<file path="config.mk">
export PLATFORM = sky130hd
export DESIGN_NAME = uart_transmit
export DESIGN_NICKNAME = d
export VERILOG_FILES = /design/src/rtl/uart_transmit.sv
export SDC_FILE = /design/constraint.sdc
export NUM_CORES = 1
export LEC_CHECK = 0
export ABC_AREA = 1
export BUFFER_PORTS_ARGS = -buffer_cell sky130_fd_sc_hd__buf_4
export CORE_MARGIN = 8
export CORE_UTILIZATION = 40
export CTS_CLUSTER_SIZE = 8
export DETAILED_ROUTE_END_ITERATION = 8
export HOLD_SLACK_MARGIN = 0.1
export SLEW_MARGIN = 0
export SYNTH_ARGS = -nofsm -noshare
export SYNTH_HDL_FRONTEND = slang
export SYNTH_SLANG_ARGS = --single-unit
</file>
<file path="constraint.sdc">
create_clock -name clk_in -period 2.3 [get_ports clk_in]
set_input_delay 0.23 -clock clk_in [delete_from_list [all_inputs] [get_ports clk_in]]
set_output_delay 0.23 -clock clk_in [all_outputs]
set_load 0.02 [all_outputs]
</file>
<file path="src/rtl/uart_transmit.sv">
// uart_transmit: 8-bit UART transmitter with a one-entry holding register.
// It supports optional odd/even parity and 1 or 2 stop bits.
module uart_transmit #(
  parameter int INPUT_CLOCK_FREQ = 100_000_000,
  parameter int BAUD_RATE        = 100,
  parameter int PARITY           = 0,
  parameter int STOP_BITS        = 1
) (
  input  logic       clk_in,
  input  logic       rst_n_in,
  input  logic [7:0] data_byte_in,
  input  logic       trigger_in,
  output logic       ready_out,
  output logic       busy_out,
  output logic       tx_wire_out
);
  localparam int PERIOD = INPUT_CLOCK_FREQ / BAUD_RATE;
  localparam int BW = $clog2(PERIOD) + 1;
  localparam logic [BW-1:0] LAST = BW'(PERIOD - 1);
  localparam logic [2:0] LAST_STOP = 3'(STOP_BITS - 1);
  if (PARITY < 0 || PARITY > 2) begin : g_bad_parity
    $error("uart_transmit: PARITY must be 0, 1 or 2");
  end
  if (STOP_BITS < 1 || STOP_BITS > 2) begin : g_bad_stop
    $error("uart_transmit: STOP_BITS must be 1 or 2");
  end
  typedef enum logic [2:0] {IDLE, START, DATA, PAR, STOP} state_t;
  state_t state, state_n;
  logic [BW-1:0] baud_cnt, baud_n;
  logic [2:0] bit_cnt, bit_n;
  logic [7:0] shift_reg, hold_reg;
  logic hold_full, par_bit, load, bit_end, tx_n;
  assign ready_out = !hold_full;
  always_comb begin
    bit_end = baud_cnt == LAST;
    state_n = state;
    bit_n = bit_cnt;
    load = 1'b0;
    case (state)
      IDLE: if (hold_full) begin
        load = 1'b1;
        state_n = START;
      end
      START: if (bit_end) begin
        state_n = DATA;
        bit_n = '0;
      end
      DATA: if (bit_end) begin
        bit_n = bit_cnt + 3'd1;
        state_n = bit_cnt == 3'd7 ? (PARITY != 0 ? PAR : STOP) : DATA;
      end
      PAR: if (bit_end) begin
        state_n = STOP;
        bit_n = '0;
      end
      STOP: if (bit_end) begin
        bit_n = bit_cnt == LAST_STOP ? 3'd0 : bit_cnt + 3'd1;
        load = bit_cnt == LAST_STOP && hold_full;
        state_n = bit_cnt != LAST_STOP ? STOP : hold_full ? START : IDLE;
      end
      default: state_n = IDLE;
    endcase
    baud_n = (state == IDLE || bit_end) ? '0 : baud_cnt + 1'b1;
    // Line value is computed for the state being entered so the output stays registered.
    tx_n = state_n == START ? 1'b0 :
           state_n == DATA  ? shift_reg[bit_n] :
           state_n == PAR   ? par_bit : 1'b1;
  end
  always_ff @(posedge clk_in or negedge rst_n_in) begin
    if (!rst_n_in) begin
      state <= IDLE;
      baud_cnt <= '0;
      bit_cnt <= '0;
      shift_reg <= '0;
      hold_reg <= '0;
      hold_full <= 1'b0;
      par_bit <= 1'b0;
      tx_wire_out <= 1'b1;
      busy_out <= 1'b0;
    end else begin
      state <= state_n;
      baud_cnt <= baud_n;
      bit_cnt <= bit_n;
      tx_wire_out <= tx_n;
      busy_out <= state_n != IDLE;
      if (load) begin
        shift_reg <= hold_reg;
        par_bit <= PARITY == 2 ? ^hold_reg : ~^hold_reg;
      end
      if (trigger_in && !hold_full) hold_reg <= data_byte_in;
      hold_full <= load ? 1'b0 : (trigger_in && !hold_full) ? 1'b1 : hold_full;
    end
  end
endmodule

</file>
==> results of run 1 <==
layer usage:
metal | vias to the layer above | wire, microns | share of wire, %
li1 | 999 | - | -
met1 | 905 | 2493 | 50
met2 | 33 | 2248 | 45
met3 | 5 | 164 | 3.3
met4 | 0 | 47 | 0.95
met5 | - | 0 | 0
cells in the mapped netlist (all sizes together):
cell and number:
a31oi 1, a21oi 18, nor4 2, dfrtp 46, o21a 1, nor3b 3
and3 1, nor2 37, mux2 16, xnor2 7, o31ai 1, dfstp 1
clkinv 1, and3b 1, nand3 22, clkbuf 1, o41ai 1, nand2 57
inv 35, nor3 8, ha 5, a211oi 2, o21ai 13, nand4 6
buf 1, xor2 1
placed cells by master (no fill, tap or decap), types with 9 or more instances in the layout:
cell type,netlist,routed
a21oi_1,17,17
buf_4,0,18
dfrtp_1,46,46
inv_1,31,31
mux2_2,9,9
nand2_1,49,49
nand3_1,17,17
nor2_1,25,25
o21ai_0,9,9
how the worst max path moves through the flow:
stage | startpoint | endpoint
final | baud_cnt[0] | tx_wire_out
after global routing | baud_cnt[0] | tx_wire_out
after CTS | baud_cnt[0] | tx_wire_out
after detailed placement | baud_cnt[0] | tx_wire_out
after global placement | baud_cnt[0] | tx_wire_out
after floorplan | baud_cnt[0] | tx_wire_out
where the power goes:
group / internal [mW] / switching (mW)
clock: 0.330 / 0.304
combinational: 0.147 / 0.105
sequential: 0.879 / 0.0503
total: 1.36 / 0.459
timing repair:
action / 4_1_cts / 5_1_grt
buffers inserted: 0 / 2
hold buffers: 1 / 0
endpoints found under the hold margin: 46 / 0
setup endpoints to repair: 0 / 1
gates resized for setup: 0 / 3
metrics by stage:
| step | cell area, sq um | total power, mW |
|---|---|---|
| detailed placement | 2818 | 1.206 |
| global placement | 2818 | 1.199 |
| global route | 2974 | 1.894 |
| floorplan | 2616 | 1.127 |
| finish | 2974 | 1.815 |
| CTS | 2944 | 1.841 |
cell families (layout without fill, tap and decap cells):
logic type	after synthesis	in the layout	synth area share [%]
AO/OA/AOI/OAI	37	37	8.513
XOR/XNOR	8	8	2.678
adder cells (fa/ha/maj)	5	5	2.391
buffers and inverters	38	63	5.786
flip-flops	47	47	45.00
multiplexers	16	16	7.891
AND/OR/NAND/NOR	137	137	27.74
layout make-up:
class                      instances  share of cell area (%)
timing repair buffer              19                   4.880
clock buffer                       5                   2.314
multi-input combinational        203                   43.79
clock inverter                     3                   1.599
sequential                        47                   39.59
inverter                          36                   4.586
tap                               77                   3.239
==> impl_metrics.env, run 1 <==
export IMPL_r2r_start="baud_cnt[0]"
export IMPL_fin_cells=390
export IMPL_grt_util_met3_pct=2.347
export IMPL_synth_area_top_cells="dfrtp_1 44%, nand2_1 7.0%, inv_1 4.4%"
export IMPL_finalCritPeriodShare_pct=91.63
export IMPL_required_ns=2.54
export IMPL_die_x_microns=96.88
export IMPL_outcome="finished, final reports clean"
export IMPL_clock_latency_ns=0.30
export IMPL_reg2reg_slack_ns=0.19
export IMPL_max_stage_delay_ns=0.38
export IMPL_max_cap_viol_count=0
export IMPL_antenna_found_initial=0
export IMPL_drt_iter0_drc=58
export IMPL_largest_reg_flops=21
export IMPL_path_class="reg -> reg"
export IMPL_final_seq_area_sq_um=1177
export IMPL_place_congestion=0.8038
export IMPL_synth_ff_latch_count=47
export IMPL_nets=328
export IMPL_slew_headroom_pct=51.49
export IMPL_postSynthAreaPerCell_sq_um=9.084
export IMPL_route_detailed_drc=0
export IMPL_path_cells="ha_2 -> nand3_4 -> nor2_4 -> nand3_4 -> ha_1 -> o21ai_1 -> a21oi_4 -> nand2_4 -> nand2_1 -> nand3_1 -> nand3_1 -> nand3_1 -> nand2_1 -> nand2_1"
export IMPL_critPathMaxFanout=5
export IMPL_p_per_area_nw_per_um2=610.3
export IMPL_min_delay_start="data_byte_in[1]"
export IMPL_nFillCells=595
export IMPL_ioPinCount=14
export IMPL_drive_above_1_share_pct=25.24
export IMPL_wirelength_mm=4.953
export IMPL_busiest_layer="met2"
export IMPL_final_hold_violation_count=0
export IMPL_drt_first_pass_iters=4
export IMPL_worst_slew_pin_slew_ns=0.7275
export IMPL_grt_usage_pct=10.69
export IMPL_syn_inst=288
export IMPL_wire_per_inst_microns=12.70
export IMPL_dp_slack_ns=0.1148
export IMPL_fin_util_pct=46.84
export IMPL_cp_start_kind="flop"
export IMPL_met2_usage_pct=16.46
export IMPL_path_delay_family="simple AND/OR/NAND/NOR gates"
export IMPL_die_h_microns=96.88
export IMPL_worstSetupEndpointType="flop"
export IMPL_clock_skew_final_ns=0.005816
export IMPL_cts_buffers=5
export IMPL_cts_root_buf="clkbuf_8"
export IMPL_crit_arrival_ns=2.35
export IMPL_p_leak_nw=1.350
export IMPL_hold_end="hold_reg[1]"
export IMPL_syn_to_final_growth_pct=13.68
export IMPL_syn_nets=304
export IMPL_min_path_type="in -> reg"
export IMPL_io_buffers=13
export IMPL_grt_pass1_vias=1882
export IMPL_synth_cell_type_count=38
export IMPL_num_vias=1942
export IMPL_multi_input_area_sq_um=1303
export IMPL_r2r_end="tx_wire_out"
export IMPL_cts_sinks=47
export IMPL_dp_cells=379
export IMPL_htree_levels=2
export IMPL_initial_core_util_pct=41.20
export IMPL_use_met1_pct=14.34
export IMPL_tritoncts="built"
export IMPL_grt_pass1_wl_mm=8.528
export IMPL_r2r_worst_path_cells=14
export IMPL_dieArea_sq_um=9385
export IMPL_cp_slowest_cell="dfrtp_1"
export IMPL_drv_slew=0
export IMPL_netlist_area_sq_um=2616
export IMPL_core_area_sq_um=6350
export IMPL_setup_violations=0
export IMPL_min_period_ns=2.107
export IMPL_layout_setup_ws_ns=0.1926
export IMPL_n_antenna_cell=0
export IMPL_vias_per_cell=4.979
export IMPL_fin_tns_setup_ns=0
export IMPL_overflow=0
export IMPL_grt_max_degree=48
export IMPL_yosysSeqAreaShare_pct=45.00
export IMPL_dpl_hpwl_mm=3.767
export IMPL_cp_depth=14
export IMPL_row_count=29
export IMPL_rsz0062_at_grt="false"
export IMPL_yosys_area_top_type="dfrtp_1"
export IMPL_final_antenna_net_count=0
export IMPL_yosys_area_top_type_share_pct=44.00
export IMPL_timing_hold_ws_ns=0.1507
export IMPL_cts_clk_slew_worst_paths_ns=0.09
export IMPL_clock_path_buffers=2
export IMPL_irDropWorstVdd_mv=0.5016
export IMPL_worst_path_buf_inv=0
export IMPL_clock_fmax_mhz=474.5
export IMPL_whs_path_depth=2
export IMPL_yosysWarnings=0
Note: power is estimated with default switching activity, not from simulation.
==> inputs of run 2 (changes only) <==
CELL_PAD_IN_SITES_DETAIL_PLACEMENT = 1   (was default)
CELL_PAD_IN_SITES_GLOBAL_PLACEMENT = 2   (was default)
CORE_UTILIZATION = 38   (was 40)
PLACE_DENSITY_LB_ADDON = 0.1   (was default)
==> run 2 against run 1 <==
Compared with the run above:
- combinational power decreased by 2%
- cell count is 3.3% higher
- largest cell class unchanged
- total power shrank 5.0%
- global-route usage grew 2.9 points
- wire length grew 23%
- core utilization down 0.86 points
- sequential power hardly changed
==> impl_metrics.env, run 2 (synthesis gave the netlist of run 1 again) <==
export IMPL_setup_violations=0
export IMPL_crit_arrival_ns=2.36
export IMPL_timing_hold_ws_ns=0.1439
export IMPL_min_path_type="in -> reg"
export IMPL_cp_depth=13
export IMPL_placedInstanceArea_sq_um=2844
export IMPL_io_buffers=13
export IMPL_die_x_microns=98.98
export IMPL_mostFrequentLayoutCells="46 x nand2_1, 43 x dfrtp_1, 31 x inv_1"
export IMPL_vias_per_cell=5.047
export IMPL_path_cells="ha_4 -> nand3_4 -> buf_6 -> inv_2 -> nand2_2 -> nor2_4 -> nand4_1 -> nor2_1 -> nand3_1 -> nor2_2 -> and3_4 -> nand2_1 -> a21oi_2"
export IMPL_finish_instance_area_sq_um=3089
export IMPL_route_detailed_drc=0
export IMPL_final_antenna_net_count=0
export IMPL_min_period_ns=2.112
export IMPL_cp_slowest_cell="dfrtp_1"
export IMPL_grt_pass1_wl_mm=10.65
export IMPL_drt_iter0_drc=55
export IMPL_required_ns=2.55
export IMPL_row_count=30
export IMPL_dp_slack_ns=0.1162
export IMPL_wirelength_mm=6.081
export IMPL_cts_buffers=5
export IMPL_dp_cells=385
export IMPL_wire_per_inst_microns=15.09
export IMPL_path_delay_family="simple AND/OR/NAND/NOR gates"
export IMPL_clock_latency_ns=0.31
export IMPL_drt_first_pass_iters=4
export IMPL_overflow=0
export IMPL_nets=338
export IMPL_whs_path_depth=2
export IMPL_ioPinCount=14
export IMPL_cp_start_kind="flop"
export IMPL_finalCritPeriodShare_pct=91.82
export IMPL_drv_slew=0
export IMPL_grt_usage_pct=13.58
export IMPL_n_antenna_cell=0
export IMPL_slew_headroom_pct=55.40
export IMPL_max_stage_delay_ns=0.41
export IMPL_initial_core_util_pct=38.94
export IMPL_grt_pass1_vias=2171
export IMPL_final_hold_violation_count=0
export IMPL_irDropWorstVdd_mv=0.4680
export IMPL_layout_setup_ws_ns=0.1882
export IMPL_dieArea_sq_um=9796
export IMPL_cts_root_buf="clkbuf_8"
export IMPL_antenna_found_initial=0
export IMPL_max_cap_viol_count=0
export IMPL_final_seq_area_sq_um=1181
export IMPL_r2r_worst_path_cells=13
export IMPL_nFillCells=798
export IMPL_p_leak_nw=1.391
export IMPL_worstSetupEndpointType="flop"
export IMPL_critPathMaxFanout=4
export IMPL_clock_skew_final_ns=0.009106
export IMPL_cts_sinks=47
export IMPL_fin_cells=403
export IMPL_worst_slew_pin_slew_ns=0.6690
export IMPL_cts_clk_slew_worst_paths_ns=0.10
export IMPL_place_congestion=0.7835
export IMPL_die_h_microns=98.98
export IMPL_multi_input_area_sq_um=1353
export IMPL_largest_reg_flops=21
export IMPL_clock_path_buffers=2
export IMPL_p_per_area_nw_per_um2=557.9
export IMPL_clock_fmax_mhz=473.5
export IMPL_outcome="finished, final reports clean"
export IMPL_drive_above_1_share_pct=30.96
export IMPL_syn_to_final_growth_pct=18.08
export IMPL_grt_max_degree=48
export IMPL_htree_levels=2
export IMPL_num_vias=2034
export IMPL_tritoncts="built"
export IMPL_layout_commonest_cell="nand2_1"
export IMPL_dpl_hpwl_mm=4.650
export IMPL_path_class="reg -> reg"
export IMPL_worst_path_buf_inv=2
export IMPL_core_area_sq_um=6719
run 2: cell types whose count changed in the layout (fill, tap and decap cells not counted), moves of 2 or more:
cell,delta
nand2_1,-3
dfrtp_1,-3
ha_4,+2
inv_6,+2
buf_4,+9
nand2_2,+3
dfrtp_2,+3
run 2: path summary, 6_finish.rpt:
path                                  from            to  slack, ns
max                            baud_cnt[0]  baud_cnt[20]       0.19
max reg2reg                    baud_cnt[0]  baud_cnt[20]       0.19
min reg2reg                   shift_reg[5]  shift_reg[5]       0.52
max in group asynchronous         rst_n_in   baud_cnt[8]       1.37
min in group asynchronous         rst_n_in  baud_cnt[11]       0.47
min                        data_byte_in[4]   hold_reg[4]       0.14
run 2: final cells by class:
class,instances,area share [%]
clock buffers,5,2.228
multi-input cells,203,43.78
repair buffers,29,7.250
flip-flops and latches,47,38.23
inverters,36,4.415
well taps,80,3.240
clock inverters,3,0.8505
run 2: metal layers:
metal	track usage, %	part of all wire (%)	wire length (microns)	up-vias
met2	21.52	46	2827	15
met4	4.250	1.1	65	0
met3	3.030	2.0	123	5
met1	17.85	50	3064	996
met5	0	0	0	-
li1	-	-	-	1018
run 2: metrics by stage:
step	total power [mW]	util [%]	setup TNS (ns)
floorplan	1.127	-	0
global route	1.808	45.98	-0.002635
finish	1.723	45.98	0
CTS	1.751	43.89	0
global placement	1.187	42.33	0
detailed placement	1.196	42.33	0
run 2: where the power goes:
| part | leakage (nW) | internal, mW | switching (mW) |
|---|---|---|---|
| sequential | 0.600 | 0.879 | 0.0478 |
| combinational | 0.741 | 0.147 | 0.0990 |
| clock | 0.0495 | 0.226 | 0.324 |
| total | 1.39 | 1.25 | 0.471 |
run 2: what timing repair did:
item / in CTS / in global routing
endpoints found under the setup margin: 0 / 2
setup buffers: 0 / 9
endpoints found under the hold margin: 46 / 0
hold buffers: 1 / 0
resized for setup: 0 / 17
==> inputs of run 3 (changes only) <==
==> constraint.sdc (replaced) <==
create_clock -name clk_in -period 2.3 [get_ports clk_in]
set_input_delay 0.115 -clock clk_in [delete_from_list [all_inputs] [get_ports clk_in]]
set_output_delay 0.115 -clock clk_in [all_outputs]
set_load 0.02 [all_outputs]
==> run 3 against run 2 <==
Compared with the run above:
- hold slack improved by 0.16 ns
- first-iteration DRC count rose by 1.8%
- critical path depth did not move
- critical path type unchanged
- critical endpoint unchanged
- largest cell class unchanged
- largest power group unchanged
==> impl_metrics.env, run 3 (synthesis gave the netlist of run 1 again) <==
export IMPL_outcome="finished, final reports clean"
export IMPL_p_total_mw=1.742
export IMPL_clock_skew_final_ns=0.009531
export IMPL_timing_hold_ws_ns=0.3022
export IMPL_cts_clk_slew_worst_paths_ns=0.10
export IMPL_layout_setup_ws_ns=0.1704
export IMPL_fin_util_pct=47.13
export IMPL_wire_per_inst_microns=15.18
export IMPL_dp_cells=385
export IMPL_largest_reg_flops=21
export IMPL_die_h_microns=98.98
export IMPL_cp_start_kind="flop"
export IMPL_comb_power_share_pct=15.0
export IMPL_p_per_area_nw_per_um2=550.2
export IMPL_cp_slowest_cell="dfrtp_1"
export IMPL_worst_slew_pin_slew_ns=0.6686
export IMPL_clock_fmax_mhz=469.6
export IMPL_netSwitchingFraction_pct=27.60
export IMPL_finish_instance_area_sq_um=3167
export IMPL_io_buffers=13
export IMPL_die_x_microns=98.98
export IMPL_overflow=0
export IMPL_crit_arrival_ns=2.38
export IMPL_grt_max_degree=48
export IMPL_core_area_sq_um=6719
export IMPL_drt_iter0_drc=56
export IMPL_dieArea_sq_um=9796
export IMPL_finalCritPeriodShare_pct=92.59
export IMPL_drv_slew=0
export IMPL_placedInstanceArea_sq_um=2844
export IMPL_grt_pass1_wl_mm=10.89
export IMPL_clock_latency_ns=0.31
export IMPL_wirelength_mm=6.256
export IMPL_fin_tns_setup_ns=0
export IMPL_grt_usage_pct=13.94
export IMPL_critPathMaxFanout=4
export IMPL_nets=347
export IMPL_dpl_hpwl_mm=4.650
export IMPL_path_class="reg -> reg"
export IMPL_worstSetupEndpointType="flop"
export IMPL_power_frac_clock_pct=31.8
export IMPL_fin_cells=412
export IMPL_path_cells="ha_4 -> nand3_2 -> buf_4 -> inv_2 -> nand2_2 -> nor2_4 -> nand4_1 -> nor2_1 -> nand3_1 -> nor2_2 -> and3_4 -> nand2_1 -> a21oi_2"
export IMPL_dp_slack_ns=0.1162
export IMPL_max_cap_viol_count=0
export IMPL_p_switching_uw=480.9
export IMPL_ioPinCount=14
export IMPL_layout_commonest_cell="nand2_1"
export IMPL_drt_first_pass_iters=4
export IMPL_clock_path_buffers=2
export IMPL_max_stage_delay_ns=0.41
export IMPL_min_path_type="in -> reg"
export IMPL_setup_violations=0
export IMPL_antenna_found_initial=0
export IMPL_rsz0062_at_grt="true"
export IMPL_min_period_ns=2.130
export IMPL_drive_above_1_share_pct=30.12
export IMPL_intPower_mw=1.261
export IMPL_n_antenna_cell=0
export IMPL_pwr_share_seq_pct=53.2
export IMPL_initial_core_util_pct=38.94
export IMPL_grt_pass1_vias=2191
export IMPL_mostFrequentLayoutCells="47 x nand2_1, 43 x dfrtp_1, 31 x inv_1"
export IMPL_nFillCells=785
export IMPL_num_vias=2050
export IMPL_route_detailed_drc=0
export IMPL_cts_sinks=47
export IMPL_cts_root_buf="clkbuf_8"
export IMPL_required_ns=2.55
export IMPL_htree_levels=2
export IMPL_syn_to_final_growth_pct=21.04
export IMPL_vias_per_cell=4.976
export IMPL_irDropWorstVdd_mv=0.4437
export IMPL_tritoncts="built"
export IMPL_cts_buffers=5
export IMPL_place_congestion=0.7835
export IMPL_p_leak_nw=1.434
export IMPL_final_antenna_net_count=0
export IMPL_final_hold_violation_count=0
export IMPL_slew_headroom_pct=55.42
export IMPL_row_count=30
## run 3: per-layer routing
| layer | vias to the layer above | share of wire [%] | GRT usage [%] |
|---|---|---|---|
| li1 | 1038 | - | - |
| met1 | 990 | 50 | 18.04 |
| met2 | 16 | 47 | 22.56 |
| met3 | 6 | 2.3 | 3.030 |
| met4 | 0 | 1.2 | 4.250 |
| met5 | - | 0 | 0 |
## run 3: repair_timing
item,in CTS,in global routing
hold endpoints to repair,54,0
setup endpoints to repair,0,2
resized for setup,0,14
hold buffers,9,0
buffers inserted,0,10
## run 3: power by group through the flow
stage               sequential (mW)  combinational [mW]  clock (mW)
CTS                           0.929               0.263       0.569
floorplan                     0.932               0.195           0
detailed placement            0.946               0.251           0
global placement              0.943               0.243           0
global route                  0.939               0.288       0.599
finish                        0.927               0.261       0.554
## run 3: path summary, 6_finish.rpt
path / from / to / slack, ns / depth (start not counted)
max: baud_cnt[0] / baud_cnt[20] / 0.17 / 13
min: trigger_in / hold_full / 0.30 / 3
max reg2reg: baud_cnt[0] / baud_cnt[20] / 0.17 / 13
min reg2reg: shift_reg[6] / shift_reg[6] / 0.53 / 1
max in group asynchronous: rst_n_in / baud_cnt[8] / 1.49 / 2
min in group asynchronous: rst_n_in / baud_cnt[11] / 0.35 / 2
## run 3: cell type report
type                            instances  area (sq um)  area share (%)
Inverter                               36         136.4           4.307
Sequential cell                        47          1181           37.30
Clock buffer                            5         68.82           2.173
Clock inverter                          3         26.28          0.8297
Timing Repair Buffer                   38         307.8           9.719
Tap cell                               80         100.1           3.161
Multi-Input combinational cell        203          1346           42.51
## run 3: critical path: cells and delay by family (launching register included)
family | cells | cell delay (ns)
AND/OR/NAND/NOR | 9 | 1.15
buffers and inverters | 2 | 0.24
adder cells (fa/ha/maj) | 1 | 0.16
AO/OA/AOI/OAI | 1 | 0.12
flip-flops | 1 | 0.41
